`config.mk`:
```
export PLATFORM = sky130hd
export DESIGN_NAME = axis_frame_monitor
export DESIGN_NICKNAME = d
export VERILOG_FILES = /design/src/rtl/axis_frame_monitor.sv
export SDC_FILE = /design/constraint.sdc
export NUM_CORES = 1
export LEC_CHECK = 0
export BUFFER_PORTS_ARGS = -buffer_cell sky130_fd_sc_hd__clkbuf_2
export CORE_MARGIN = 4
export CORE_UTILIZATION = 55
export DETAILED_ROUTE_END_ITERATION = 6
export GPL_ROUTABILITY_DRIVEN = 1
export GPL_TIMING_DRIVEN = 1
export PLACE_DENSITY = 0.8
export RECOVER_POWER = 100
export SLEW_MARGIN = 40
export SYNTH_ARGS = -nofsm -noshare
export SYNTH_HDL_FRONTEND = slang
export SYNTH_SLANG_ARGS = --single-unit
```
`constraint.sdc`:
```
create_clock -name clk -period 4.2 [get_ports clk]
set_clock_uncertainty 0.05 [all_clocks]
set_input_delay 0.42 -clock clk [delete_from_list [all_inputs] [get_ports clk]]
set_output_delay 0.42 -clock clk [all_outputs]
set_load 0.02 [all_outputs]
```
`src/rtl/axis_frame_monitor.sv`:
```
// axis_frame_monitor: AXI-Stream sink with programmable backpressure,
// per-frame length/TKEEP/checksum checks and saturating statistics.
module axis_frame_monitor #(
    parameter int          W         = 32,
    parameter int          KW        = W/8,
    parameter int          CNT_W     = 32,
    parameter logic [15:0] LFSR_SEED = 16'hACE1
) (
    input  logic             clk,
    input  logic             areset,
    input  logic [W-1:0]     s_axis_tdata,
    input  logic [KW-1:0]    s_axis_tkeep,
    input  logic             s_axis_tvalid,
    output logic             s_axis_tready,
    input  logic             s_axis_tlast,
    input  logic [1:0]       cfg_ready_mode,
    input  logic [7:0]       cfg_period,
    input  logic [15:0]      cfg_min_len,
    input  logic [15:0]      cfg_max_len,
    input  logic             clr_stats,
    output logic [15:0]      word_count,
    output logic [15:0]      byte_count,
    output logic [CNT_W-1:0] frame_count,
    output logic [15:0]      last_len,
    output logic [15:0]      last_bytes,
    output logic [W-1:0]     last_csum,
    output logic             frame_done,
    output logic [CNT_W-1:0] err_runt_count,
    output logic [CNT_W-1:0] err_giant_count,
    output logic [CNT_W-1:0] err_keep_count,
    output logic [CNT_W-1:0] stall_count,
    output logic             err_sticky
);

    typedef enum logic [1:0] {
        RDY_ALWAYS = 2'd0,
        RDY_NEVER  = 2'd1,
        RDY_LFSR   = 2'd2,
        RDY_PERIOD = 2'd3
    } rdy_mode_e;

    function automatic logic [15:0] popcnt(input logic [KW-1:0] k);
        logic [15:0] n;
        n = '0;
        for (int i = 0; i < KW; i++) n = n + 16'(k[i]);
        return n;
    endfunction

    function automatic logic [CNT_W-1:0] sat_inc(input logic [CNT_W-1:0] v);
        return (&v) ? v : v + CNT_W'(1);
    endfunction

    logic [15:0]   lfsr;
    logic [7:0]    pcnt;
    logic [W-1:0]  csum;
    logic          keep_bad;

    logic          beat, eof;
    logic [15:0]   pc, len_nxt, bytes_nxt;
    logic [16:0]   bsum;
    logic [KW-1:0] keep_p1;
    logic          last_keep_ok, mid_keep_ok;
    logic          runt, giant, keep_err;

    // Next-state values for the frame counters and the end-of-frame checks
    always_comb begin
        beat         = s_axis_tvalid & s_axis_tready;
        eof          = beat & s_axis_tlast;
        pc           = popcnt(s_axis_tkeep);
        len_nxt      = (&word_count) ? word_count : word_count + 16'd1;
        bsum         = {1'b0, byte_count} + {1'b0, pc};
        bytes_nxt    = bsum[16] ? 16'hFFFF : bsum[15:0];
        // contiguous-from-bit-0 masks are exactly those where keep & (keep+1) == 0
        keep_p1      = s_axis_tkeep + KW'(1);
        last_keep_ok = (s_axis_tkeep != '0) && ((s_axis_tkeep & keep_p1) == '0);
        mid_keep_ok  = &s_axis_tkeep;
        runt         = len_nxt < cfg_min_len;
        giant        = len_nxt > cfg_max_len;
        keep_err     = keep_bad | ~last_keep_ok;
    end

    // Backpressure generator: free-running LFSR and period counter, registered tready
    always_ff @(posedge clk) begin
        if (areset) begin
            lfsr          <= LFSR_SEED;
            pcnt          <= '0;
            s_axis_tready <= 1'b0;
        end else begin
            lfsr <= {lfsr[14:0], lfsr[15] ^ lfsr[13] ^ lfsr[12] ^ lfsr[10]};
            pcnt <= (pcnt >= cfg_period) ? 8'd0 : pcnt + 8'd1;
            case (rdy_mode_e'(cfg_ready_mode))
                RDY_ALWAYS: s_axis_tready <= 1'b1;
                RDY_NEVER:  s_axis_tready <= 1'b0;
                RDY_LFSR:   s_axis_tready <= lfsr[0];
                RDY_PERIOD: s_axis_tready <= (pcnt == 8'd0);
                default:    s_axis_tready <= 1'b0;
            endcase
        end
    end

    // Frame state: running counts/checksum, latched on TLAST into last_*
    always_ff @(posedge clk) begin
        if (areset) begin
            word_count <= '0;
            byte_count <= '0;
            csum       <= '0;
            keep_bad   <= 1'b0;
            last_len   <= '0;
            last_bytes <= '0;
            last_csum  <= '0;
            frame_done <= 1'b0;
        end else begin
            frame_done <= 1'b0;
            if (eof) begin
                last_len   <= len_nxt;
                last_bytes <= bytes_nxt;
                last_csum  <= csum ^ s_axis_tdata;
                frame_done <= 1'b1;
                word_count <= '0;
                byte_count <= '0;
                csum       <= '0;
                keep_bad   <= 1'b0;
            end else if (beat) begin
                word_count <= len_nxt;
                byte_count <= bytes_nxt;
                csum       <= csum ^ s_axis_tdata;
                if (!mid_keep_ok) keep_bad <= 1'b1;
            end
        end
    end

    // Statistics: saturating counters; clr_stats overrides any same-cycle update
    always_ff @(posedge clk) begin
        if (areset || clr_stats) begin
            frame_count     <= '0;
            err_runt_count  <= '0;
            err_giant_count <= '0;
            err_keep_count  <= '0;
            stall_count     <= '0;
            err_sticky      <= 1'b0;
        end else begin
            if (s_axis_tvalid && !s_axis_tready) stall_count <= sat_inc(stall_count);
            if (eof) begin
                frame_count <= sat_inc(frame_count);
                if (runt)     err_runt_count  <= sat_inc(err_runt_count);
                if (giant)    err_giant_count <= sat_inc(err_giant_count);
                if (keep_err) err_keep_count  <= sat_inc(err_keep_count);
                if (runt || giant || keep_err) err_sticky <= 1'b1;
            end
        end
    end

endmodule

```
==> results.md <==
* Routed WL at roughly 42000 µm
* Vias per inst at about 5.7
* Placed Area at 0.0172 mm²
* Endpoint required time on the critical path at between 4 and 5 ns
* Final period util at a little over 90%
* Sequential fraction of the synthesis area at 41.7%
* Top_reg_cell synth: dfxtp_1
* Clock sink count at between 300 and 400
* Lkg Pwr at about 6.5 nW
* # nets final at about 2300
* WL/cell at between 15 and 20 µm
* CTS root buf: clkbuf_16
* Global-route wire length before repair at 68500 µm
* Synth top area share at between 40% and 50%
* RSZ-0062 raised after global routing: false
* DR vias at about 14000
* Layout cells sized above 1 at 8.54%
* CTS tree: yes
* Crit Path Class: register to register
* Critical-path top delay cell: a2111oi_2
* IO Count at 342
* DRC at 0
* Synth area leaders: dfxtp_1 (42%), nor2_1 (7.0%), xnor2_1 (6.8%)
* Hold Path Depth at 3
* Row Count at 60
* Maximum vdd drop at about 0.36 mV
* Area growth from synthesis to layout at 19.3%
* Initial antenna violation count at 0
* Post-synth net total at roughly 1900
* CP Capture Type: register
* Final setup viols at 0
* Max-slew headroom at -103%
* Initial Utilization at between 50% and 60%
* Placer Congestion at 0.957
* Crit-path most repeated cell: and3_1
* Aggregate global-route resource usage at between 20% and 30%
* DR pass1 iterations at 5
* Reg2reg start: word_count[3]
* Stages on the worst setup path at 13
* Hold WC Path Type: primary input to register
* Cell Pwr Density at approximately 380 mW/mm²
* Via count of the first global-routing pass at 13600
* CP Cell Sequence: nand2_1 -> nor3_2 -> and3_1 -> and3_1 -> mux2_1 -> ha_1 -> nand4_1 -> a2111oi_2 -> nor4b_4 -> nor4_2 -> clkbuf_1 -> a21oi_1 -> o21a_1
* ANT nets after route at 0
* Post-synth design cell area at approximately 0.015 mm²
* Hold Fails Final Rpt at 0
* Area leader, netlist: dfxtp_1
* CP Max Fanout at 9
* Worst EP arrival at about 4.3 ns
* Top-count cell post-synth: dfxtp_1
* Status: finished, violations left
* CP Launch Type: register
* Maxcap violations at 2
* 1st-iter DRT viols at approximately 1100
* Setup crit start: word_count[3]
* Crit path max-delay family: simple AND/OR/NAND/NOR gates
* Distinct cell type count after synthesis at 57
* Crit-path max cell delay at around 0.48 ns
* I/O Buffers at 341
* Design area at around 0.018 mm²
* H-tree depth at 2
* Post-CTS Hold Fix Bufs at 0
* Reg2Reg Depth at 13
* Async SR Flop Fraction at 0%
* Gate Count Post-Synth at ~1800
* Clk buf depth at 3
* Die ar. at around 0.030 mm²
* Largest net degree at the start of global routing at between 100 and 150
* Post-synth EDFFs at 0
* Hold Path Origin: cfg_ready_mode[0]
* Worst skew pair latency at roughly 0.52 ns
* Max Freq at 0.255 GHz
* Top cells by count, synth: dfxtp_1 (316), nor2_1 (284), nand2_1 (144)
* Setup Buffers After CTS at 0
* Final period demand of the worst path at between 3 and 4 ns
* Synth warnings at 0
* ANT cells at 0
* DP HPWL at 30000 µm
* DIE HEIGHT at 174 µm
* Clk pin slew, worst setup/hold paths at roughly 0.060 ns
* WP buf/inv at 1
* Die width at 174 µm
* Post-Syn Area per Cell at about 8.4 µm²
* Pins Over Slew Limit at approximately 130
* CTS buffer count at 36
* Failing checks: max-capacitance violations, max-slew violations
* Worst Tran Pin Value at a little over 3 ns
* Setup_tns at 0 ns
* Yosys reg bits at approximately 320
* GRT Residual Overflow at 0
* Core area at approximately 0.027 mm²
through the flow:
stage	setup WS, ns	power [mW]	instances	hold slack [ns]	util, %
floorplan	0.116	3.55	1808	0.339	-
global placement	0.256	3.72	2422	0.343	63.5
detailed placement	0.150	3.74	2422	0.347	63.5
CTS	0.151	6.95	2485	0.126	68.1
global route	0.00919	7.14	2485	0.169	67.0
finish	0.276	6.89	2485	0.146	67.0
worst reg2reg max path, stage by stage, from the launching register on:
cell and delay, ns:
dfxtp_1 0.46, nand2_1 0.13, nor3_2 0.25, and3_1 0.27, and3_1 0.19, mux2_1 0.38
ha_1 0.35, nand4_1 0.24, a2111oi_2 0.48, nor4b_4 0.15, nor4_2 0.28, clkbuf_1 0.28
a21oi_1 0.13, o21a_1 0.19
power breakdown:
part / internal (mW) / switching (mW) / leakage, nW
sequential: 3.08 / 0.0620 / 2.56
clock: 1.99 / 1.24 / 0.604
combinational: 0.201 / 0.329 / 3.35
total: 5.26 / 1.63 / 6.51
timing repair:
item / CTS / global route
endpoints found under the setup margin: 0 / 49
resized for setup: 0 / 5
endpoints found under the hold margin: 0 / 0
registers in the layout, indices dropped and copies added (netlist names), 32 cells and up:
name and flops:
csum 32, err_giant_count 32, err_keep_count 32, err_runt_count 32, frame_count 32, last_csum 32, stall_count 32
kinds of logic (layout without fill, tap and decap cells):
| family | Yosys count | in the layout | synth area share, % |
|---|---|---|---|
| flip-flops | 316 | 316 | 41.7 |
| buffers and inverters | 157 | 493 | 3.95 |
| adder cells (fa/ha/maj) | 54 | 54 | 4.60 |
| AND/OR/NAND/NOR | 839 | 839 | 27.2 |
| XOR/XNOR | 208 | 208 | 12.0 |
| AO/OA/AOI/OAI | 218 | 218 | 9.48 |
| multiplexers | 16 | 16 | 1.09 |
layout by cell type (no fill, tap or decap), types with 66 or more instances in the layout:
cell and count:
a21oi_1 66, nand2_1 144, xor2_1 89, inv_1 68, clkbuf_2 81, nor2_1 283
nand3_1 81, dfxtp_1 316, xnor2_1 118, clkbuf_1 267
worst paths after layout:
check                             end  slack, ns
hold / removal          s_axis_tready       0.15
setup reg to reg  err_giant_count[24]       0.28
hold reg to reg              lfsr[10]       0.36
setup / recovery  err_giant_count[24]       0.28
metal layers:
| metal | up-vias | global-route usage, % | part of all wire [%] |
|---|---|---|---|
| met1 | 6666 | 33.3 | 41 |
| met5 | - | 0 | 0 |
| li1 | 6918 | - | - |
| met4 | 0 | 8.74 | 2.9 |
| met3 | 95 | 7.70 | 9.4 |
| met2 | 580 | 43.9 | 46 |
cell type report:
| cell class | instances | area, µm² |
|---|---|---|
| multi-input combinational | 1335 | 8290 |
| sequential | 316 | 6330 |
| timing repair buffer | 362 | 1550 |
| tap | 341 | 427 |
| clock inverter | 8 | 113 |
| inverter | 68 | 255 |
| fill | 2366 | 8930 |
| clock buffer | 55 | 1130 |
Note: power is estimated with default switching activity, not from simulation.
